[src/rtl/exmem_pipe_if.sv]
// exmem_pipe_if: EX->MEM pipeline bus. Carries the upstream handshake and
// payload, the downstream handshake and payload, and the flush request.
// The master modport is the side that drives the pipe (the surrounding core);
// the slave modport is the pipe itself.
interface exmem_pipe_if #(
  parameter int DATA_W   = 64,
  parameter int NUM_DATA = 2,
  parameter int RD_W     = 5
);
  logic                       flush_i;
  logic                       in_valid_i;
  logic                       in_ready_o;
  logic                       reg_write_en_i;
  logic                       mem_write_en_i;
  logic [NUM_DATA*DATA_W-1:0] data_i;
  logic [RD_W-1:0]            rd_i;
  logic                       out_valid_o;
  logic                       out_ready_i;
  logic                       reg_write_en_o;
  logic                       mem_write_en_o;
  logic [NUM_DATA*DATA_W-1:0] data_o;
  logic [RD_W-1:0]            rd_o;

  modport master (
    output flush_i, in_valid_i, reg_write_en_i, mem_write_en_i, data_i, rd_i,
    output out_ready_i,
    input  in_ready_o, out_valid_o, reg_write_en_o, mem_write_en_o, data_o, rd_o
  );

  modport slave (
    input  flush_i, in_valid_i, reg_write_en_i, mem_write_en_i, data_i, rd_i,
    input  out_ready_i,
    output in_ready_o, out_valid_o, reg_write_en_o, mem_write_en_o, data_o, rd_o
  );
endinterface

[src/rtl/exmem_pipe.sv]
// exmem_pipe: elastic EX->MEM pipeline register, STAGES stages in series.
// Build option EXMEM_PIPE_SKID_EN:
//   defined   - each stage has a main and a skid entry (EMPTY/FULL/SKID) and a
//               registered ready (ready = not SKID); capacity 2*STAGES.
//   undefined - each stage has a single main entry (EMPTY/FULL); ready is
//               combinational (downstream ready OR not FULL); capacity STAGES.
// Payload per entry is {reg_write_en, mem_write_en, rd, data}. Flush empties
// every stage on the next edge; reset does the same and also zeroes payload.
module exmem_pipe #(
  parameter int DATA_W   = 64,
  parameter int NUM_DATA = 2,
  parameter int RD_W     = 5,
  parameter int STAGES   = 1
) (
  input  logic         clk_i,
  input  logic         rst_i,
  exmem_pipe_if.slave  bus
);
  localparam int DW = NUM_DATA * DATA_W;
  localparam int PW = DW + RD_W + 2;

  typedef enum logic [1:0] {
    ST_EMPTY = 2'd0,
    ST_FULL  = 2'd1,
    ST_SKID  = 2'd2
  } state_t;

  logic [PW-1:0] w_in_pay;
  logic [PW-1:0] w_last;

  assign w_in_pay = {bus.reg_write_en_i, bus.mem_write_en_i, bus.rd_i, bus.data_i};

  for (genvar k = 0; k < STAGES; k++) begin : g_stage
    logic          w_iv;
    logic [PW-1:0] w_ip;
    logic          w_ordy;
    logic          w_vld_s;
    logic          w_rdy_s;
    logic          w_acc;
    logic          w_drn;
    state_t        r_state;
    state_t        w_state_nxt;
    logic [PW-1:0] r_main;

    if (k == 0) begin : g_src_in
      assign w_iv = bus.in_valid_i;
      assign w_ip = w_in_pay;
    end else begin : g_src_prev
      assign w_iv = g_stage[k-1].w_vld_s;
      assign w_ip = g_stage[k-1].r_main;
    end

    if (k == STAGES - 1) begin : g_snk_out
      assign w_ordy = bus.out_ready_i;
    end else begin : g_snk_next
      assign w_ordy = g_stage[k+1].w_rdy_s;
    end

    assign w_acc = w_iv & w_rdy_s;
    assign w_drn = w_vld_s & w_ordy;

    // State register: reset and flush both land in EMPTY (flush via next-state)
    always_ff @(posedge clk_i) begin
      if (rst_i) r_state <= ST_EMPTY;
      else       r_state <= w_state_nxt;
    end

`ifdef EXMEM_PIPE_SKID_EN
    logic [PW-1:0] r_skid;

    // Next-state: accept/drain bookkeeping for main + skid entries
    always_comb begin
      w_state_nxt = r_state;
      if (bus.flush_i) begin
        w_state_nxt = ST_EMPTY;
      end else begin
        case (r_state)
          ST_EMPTY: if (w_acc) w_state_nxt = ST_FULL;
          ST_FULL: begin
            if (w_acc && !w_drn)      w_state_nxt = ST_SKID;
            else if (!w_acc && w_drn) w_state_nxt = ST_EMPTY;
          end
          ST_SKID:  if (w_drn) w_state_nxt = ST_FULL;
          default:  w_state_nxt = ST_EMPTY;
        endcase
      end
    end

    // Outputs: ready comes straight from the state flop, so it is registered
    always_comb begin
      w_vld_s = (r_state != ST_EMPTY);
      w_rdy_s = (r_state != ST_SKID);
    end

    // Payload: load main on accept, park in skid when stalled, promote skid on drain
    always_ff @(posedge clk_i) begin
      if (rst_i) begin
        r_main <= '0;
        r_skid <= '0;
      end else if (!bus.flush_i) begin
        case (r_state)
          ST_EMPTY: if (w_acc) r_main <= w_ip;
          ST_FULL: begin
            if (w_acc && w_drn) r_main <= w_ip;
            else if (w_acc)     r_skid <= w_ip;
          end
          ST_SKID:  if (w_drn) r_main <= r_skid;
          default: ;
        endcase
      end
    end
`else
    // Next-state: single entry, refill in the same cycle it drains
    always_comb begin
      w_state_nxt = r_state;
      if (bus.flush_i) begin
        w_state_nxt = ST_EMPTY;
      end else begin
        case (r_state)
          ST_EMPTY: if (w_acc) w_state_nxt = ST_FULL;
          ST_FULL:  if (w_drn && !w_acc) w_state_nxt = ST_EMPTY;
          default:  w_state_nxt = ST_EMPTY;
        endcase
      end
    end

    // Outputs: ready ripples combinationally from downstream when full
    always_comb begin
      w_vld_s = (r_state == ST_FULL);
      w_rdy_s = (r_state != ST_FULL) | w_ordy;
    end

    // Payload: load on accept; flushed cycles never load
    always_ff @(posedge clk_i) begin
      if (rst_i)                     r_main <= '0;
      else if (!bus.flush_i && w_acc) r_main <= w_ip;
    end
`endif
  end

  assign w_last             = g_stage[STAGES-1].r_main;
  assign bus.in_ready_o     = g_stage[0].w_rdy_s;
  assign bus.out_valid_o    = g_stage[STAGES-1].w_vld_s;
  assign bus.reg_write_en_o = w_last[PW-1] & bus.out_valid_o;
  assign bus.mem_write_en_o = w_last[PW-2] & bus.out_valid_o;
  assign bus.rd_o           = w_last[DW +: RD_W];
  assign bus.data_o         = w_last[DW-1:0];

endmodule

[src/flat_wrapper.sv]
// flat-port wrapper written by rule: the top's interface ports become plain ports
module exmem_pipe_flat 
#(
  parameter int DATA_W   = 64,
  parameter int NUM_DATA = 2,
  parameter int RD_W     = 5,
  parameter int STAGES   = 1
)
  (clk_i, rst_i, bus_flush_i, bus_in_valid_i, bus_reg_write_en_i, bus_mem_write_en_i, bus_data_i, bus_rd_i, bus_out_ready_i, bus_in_ready_o, bus_out_valid_o, bus_reg_write_en_o, bus_mem_write_en_o, bus_data_o, bus_rd_o);
  exmem_pipe_if #(.DATA_W(DATA_W), .NUM_DATA(NUM_DATA), .RD_W(RD_W)) bus_i ();
  input  logic clk_i;
  input  logic rst_i;
  input wire logic [$bits(bus_i.flush_i)-1:0] bus_flush_i;
  input wire logic [$bits(bus_i.in_valid_i)-1:0] bus_in_valid_i;
  input wire logic [$bits(bus_i.reg_write_en_i)-1:0] bus_reg_write_en_i;
  input wire logic [$bits(bus_i.mem_write_en_i)-1:0] bus_mem_write_en_i;
  input wire logic [$bits(bus_i.data_i)-1:0] bus_data_i;
  input wire logic [$bits(bus_i.rd_i)-1:0] bus_rd_i;
  input wire logic [$bits(bus_i.out_ready_i)-1:0] bus_out_ready_i;
  output wire logic [$bits(bus_i.in_ready_o)-1:0] bus_in_ready_o;
  output wire logic [$bits(bus_i.out_valid_o)-1:0] bus_out_valid_o;
  output wire logic [$bits(bus_i.reg_write_en_o)-1:0] bus_reg_write_en_o;
  output wire logic [$bits(bus_i.mem_write_en_o)-1:0] bus_mem_write_en_o;
  output wire logic [$bits(bus_i.data_o)-1:0] bus_data_o;
  output wire logic [$bits(bus_i.rd_o)-1:0] bus_rd_o;
  assign bus_i.flush_i = bus_flush_i;
  assign bus_i.in_valid_i = bus_in_valid_i;
  assign bus_i.reg_write_en_i = bus_reg_write_en_i;
  assign bus_i.mem_write_en_i = bus_mem_write_en_i;
  assign bus_i.data_i = bus_data_i;
  assign bus_i.rd_i = bus_rd_i;
  assign bus_i.out_ready_i = bus_out_ready_i;
  assign bus_in_ready_o = bus_i.in_ready_o;
  assign bus_out_valid_o = bus_i.out_valid_o;
  assign bus_reg_write_en_o = bus_i.reg_write_en_o;
  assign bus_mem_write_en_o = bus_i.mem_write_en_o;
  assign bus_data_o = bus_i.data_o;
  assign bus_rd_o = bus_i.rd_o;
  exmem_pipe #(.DATA_W(DATA_W), .NUM_DATA(NUM_DATA), .RD_W(RD_W), .STAGES(STAGES)) u_core (.clk_i(clk_i), .rst_i(rst_i), .bus(bus_i));
endmodule
[config.mk]
export PLATFORM = sky130hd
export DESIGN_NAME = exmem_pipe_flat
export DESIGN_NICKNAME = d
export VERILOG_FILES = /design/src/rtl/exmem_pipe_if.sv /design/src/rtl/exmem_pipe.sv /design/src/flat_wrapper.sv
export SDC_FILE = /design/constraint.sdc
export NUM_CORES = 1
export LEC_CHECK = 0
export ABC_AREA = 1
export CAP_MARGIN = 30
export CORE_UTILIZATION = 40
export CTS_CLUSTER_DIAMETER = 200
export DETAILED_ROUTE_END_ITERATION = 6
export PLACE_DENSITY = 0.79
export SKIP_CTS_REPAIR_TIMING = 1
export SLEW_MARGIN = 20
export SYNTH_ARGS = -nofsm -noshare
export SYNTH_HDL_FRONTEND = slang
export SYNTH_SLANG_ARGS = --single-unit
[constraint.sdc]
create_clock -name clk_i -period 1.4 [get_ports clk_i]
set_clock_uncertainty 0.1 [all_clocks]
set_input_delay 0.42 -clock clk_i [delete_from_list [all_inputs] [get_ports clk_i]]
set_output_delay 0.42 -clock clk_i [all_outputs]
set_load 0.01 [all_outputs]
* Word level (Yosys, flattened, before mapping)
Index checks and enable logic that the tools add are counted.
** Word-level totals
- Bits in registers :: 137
- Input bits :: 140
- Logic and storage cells :: 21
- Output and inout port bits :: 137
** Cells by class
- Equal/unequal tests :: 4
- Bitwise operators :: 5
- Multiplexer cells :: 3
- Reductions and logical operators :: 7
** Operators with widths (number)
- AND 1 bit :: 4
- two-way mux 2 bit :: 2
- inequality test 2 x 1 -> 1 bit (second input constant) :: 2
- case mux 2 bit (2 select lines) :: 1
- equality test 2 x 1 -> 1 bit (second input constant) :: 1
- logical AND 1 bit :: 2
- logical NOT 1 bit :: 2
- logical NOT 2 bit :: 1
- inequality test 2 bit (second input constant) :: 1
- AND reduction 2 bit :: 1
- OR reduction 2 bit :: 1
- bitwise OR 1 bit :: 1

* Logic depth before layout (Yosys ltp)
- Word-level depth :: 7
- Gate-level depth with buffers :: 7
- Depth with buffers taken out :: 5

* Worst setup path after synthesis
Ideal clock, no wire load.
- Path type :: input-to-output
- Start :: in bus_out_ready_i
- End :: out bus_in_ready_o
- Path slack :: -35 ps
- Data required time :: 880 ps
- Cell stages on the path :: 4
- Data arrival time :: 915 ps
- Cells stage by stage :: inv_1 nand2_2 buf_4 buf_2
** Between the ends
- Word-level cells in the longest chain between the ends :: 1
** Ends and longest elaborated chain
- start, declared :: line flat_wrapper.sv:19 : input wire logic [$bits(bus_i.out_ready_i)-1:0] bus_out_ready_i;
- bitwise OR 1 bit :: line exmem_pipe.sv:130 : w_rdy_s = (r_state != ST_FULL) | w_ordy;
- end, declared :: line flat_wrapper.sv:20 : output wire logic [$bits(bus_i.in_ready_o)-1:0] bus_in_ready_o;
Every way passes these cells.

* Worst setup path in the final report
- Start :: reg u_core.g_stage[0].r_state[0]
- End :: out bus_in_ready_o
** Between the ends
- Word-level cells in the longest chain between the ends :: 2
** Ends and longest elaborated chain
- start, declared :: line exmem_pipe.sv:41 : state_t r_state;
- start signal, assigned :: line exmem_pipe.sv:65 : else r_state <= w_state_nxt;
- inequality test 2 x 1 -> 1 bit :: line exmem_pipe.sv:130
- bitwise OR 1 bit :: line exmem_pipe.sv:130
Every way passes these cells.

==> flow_metrics.py <==
metrics = {
    "status": {
        "status": "finished, violations left",
        "violations": "setup timing",
    },
    "synthesis": {
        "synth_edf_count": 0,
        "synth_cell_type_count": 15,
        "synth_seq_cells": 136,
        "synthCells": 1027,
        "synthTopCellsByArea": "dfxtp_1 (39%), buf_4 (16%), a21oi_1 (9.7%), nand3_1 (9.6%), inv_1 (7.4%)",
        "syn-num-nets": 1167,
        "synthMostInstantiatedCell": "buf_4",
        "synthFlopType": "dfxtp_1",
        "synth_commonest_cells": "buf_4 (146), inv_1 (138), nand2_1 (137)",
        "yosysTopAreaCell": "dfxtp_1",
        "synth-async-reset-ratio_pct": 0,
        "synth.top_cell.area_share_pct": 38.8,
        "netlist_area_um2": 7010,
        "avgSynthCellArea_um2": 6.83,
        "yosysSeqAreaShare_pct": 38.8,
        "synth_warnings": 0,
    },
    "cts": {
        "cts.sinks": 136,
        "htreeDepth": 4,
        "path_clk_slew_ns": 0.06,
        "clock_path_buffers": 2,
        "numCtsBuffers": 17,
        "cts_tree": "built",
        "cts_root_buf": "clkbuf_16",
        "clk_latency_ns": 0.41,
    },
    "critical_path": {
        "max_stage_delay_ns": 0.36,
        "cp_cell_sequence": "buf_6, nand2_8, buf_6",
        "slowest_stage": "dfxtp_4",
        "crit_type": "flip-flop to output port",
        "worstPathRequired_ns": 0.88,
        "start_kind": "flip-flop",
        "crit_buf_inv": 2,
        "cp_top_family": "flip-flops",
        "cp-end-kind": "output port",
        "worstPathMaxFanout": 4,
        "r2r_start": "u_core.g_stage[0].r_state[0]",
        "cpMostUsedCell": "buf_6",
        "cp-startpoint": "u_core.g_stage[0].r_state[0]",
        "arrival_ns": 1.06,
    },
    "route": {
        "wl_mm": 18.7,
        "final_antenna_net_count": 0,
        "drc": 0,
        "drtIter0Drc": 232,
        "viasPerCell": 4.60,
        "drtPass1Iterations": 4,
        "route.met3.wl_mm": 1.54,
        "wl_met1_mm": 7.66,
        "top_layer": "met4",
        "vias": 6537,
        "routed-wl-met2_mm": 9.21,
        "wire_per_inst_um": 13.1,
    },
    "pwr": {
        "total_power_mw": 10.9,
        "p_leak_nw": 5.15,
        "power_density_nw_per_um2": 1030,
        "max-vdd-ir-drop_uv": 794,
    },
    "placed_design": {
        "gp_congestion": 0.814,
        "portBuffers": 276,
        "hpwl_mm": 12.6,
        "post-place-cells": 1378,
    },
    "floorplanning": {
        "die_area_um2": 18100,
        "io_pins": 277,
        "rows": 48,
        "dieWidth_um": 134,
        "start_util_pct": 40.7,
        "fp.dieH_um": 134,
        "core_um2": 17200,
    },
    "job": {
        "maxCapViolCount": 0,
    },
    "timing": {
        "post-route-period-util_pct": 113,
        "fin_crit_ns": 1.58,
        "slew_viol_final": 0,
        "clock.fmax_ghz": 0.634,
        "rsz0062_at_grt": "yes",
        "fin_tns_setup_ns": -6.04,
        "relSlewSlack_pct": 83.5,
        "layout_setup_ws_ns": -0.177,
        "hold_violations": 0,
        "setup_viol": 94,
        "tightest_slew_ns": 0.248,
        "hold_slack_ns": 0.251,
    },
    "global_route": {
        "antenna_found_initial": 1,
        "grt_pass1_wl_mm": 27.1,
        "grt_usage_pct": 19.0,
        "grt_overflow": 0,
        "grt_max_degree": 61,
        "grt_pass1_vias": 5544,
    },
    "layout": {
        "areaGrowthSynthToFinish_pct": 50.8,
        "drive_above_1_share_pct": 32.7,
        "fillCellCount": 1480,
        "final_cells": 1422,
        "layout.nets": 1325,
    },
    "min_path": {
        "hold_class": "primary input to flip-flop",
        "min_from": "bus_flush_i",
    },
}
[worst paths after layout]
check | to | slack, ns | cells past startpoint
max | bus_in_ready_o | -0.18 | 3
min | u_core.g_stage[0].r_state[0] | 0.25 | 3
max reg2reg | u_core.g_stage[0].r_main[130] | -0.11 | 8
min reg2reg | u_core.g_stage[0].r_main[79] | 0.38 | 2
[state kept, by name (all words and copies together), names as in the netlist]
| register | flops |
|---|---|
| u_core.g_stage.r_state | 1 |
| u_core.g_stage.r_main | 135 |
[final cells by class]
class / instances / area (um2) / area share (%)
diodes: 1 / 2.50 / 0.0237
clock buffers: 21 / 450 / 4.26
clock inverters: 9 / 103 / 0.970
inverters: 140 / 528 / 4.99
multi-input cells: 546 / 2480 / 23.5
flip-flops and latches: 136 / 2900 / 27.4
well taps: 225 / 282 / 2.66
repair buffers: 344 / 3830 / 36.2
[power by group]
group	leakage, nW	total (mW)	internal (mW)	switching, mW
Clock	0.265	4.29	2.63	1.65
Combinational	3.72	2.19	1.28	0.906
Sequential	1.17	4.39	4.19	0.195
[cells in the final DEF, fill, tap and decap left out, types with 2 or more instances in the layout]
cell type          n
clkinv_2           4
inv_1            136
dfxtp_2          132
dlymetal6s2s_1     3
nand3_1          135
clkbuf_16         22
a21oi_1          117
buf_2              2
buf_4             38
dfxtp_1            2
clkbuf_1           3
bufinv_16          2
buf_6            136
nor2_1           135
nand2_1          137
clkdlybuf4s50_1  136
a21oi_2           19
inv_2              3
clkinvlp_4         3
buf_12            22
dfxtp_4            2
[metal layers]
layer  vias up  global-route usage [%]
met5         -                       0
li1       3359                       -
met4         0                    6.80
met3        22                    7.03
met2       238                    31.9
met1      2918                    22.0
[worst register-to-register path: stages (launching register included)]
cell     delay [ns]
dfxtp_4        0.35
buf_6          0.13
nand2_8        0.06
buf_4          0.15
buf_12         0.21
buf_12         0.20
nand3_1        0.10
nand2_1        0.07
nor2_1         0.04
[per-stage QoR]
stage	instance area [um2]	setup WS [ns]	util, %
after CTS	9950	-0.734	57.7
after detailed placement	9400	-0.731	54.5
after floorplan	7020	0.0228	-
after global placement	9400	-0.738	54.5
after global routing	10600	-0.229	61.4
final	10600	-0.177	61.4
[kinds of logic (layout without fill, tap and decap cells)]
family                 after synthesis  in the layout  synth area share, %
AO/OA/AOI/OAI                      136            136                 9.71
AND/OR/NAND/NOR                    410            410                 24.5
flip-flops                         136            136                 38.8
buffers and inverters              345            514                 27.0
other                                0              1                    0
No activity file was read; power rests on OpenSTA's default activity.
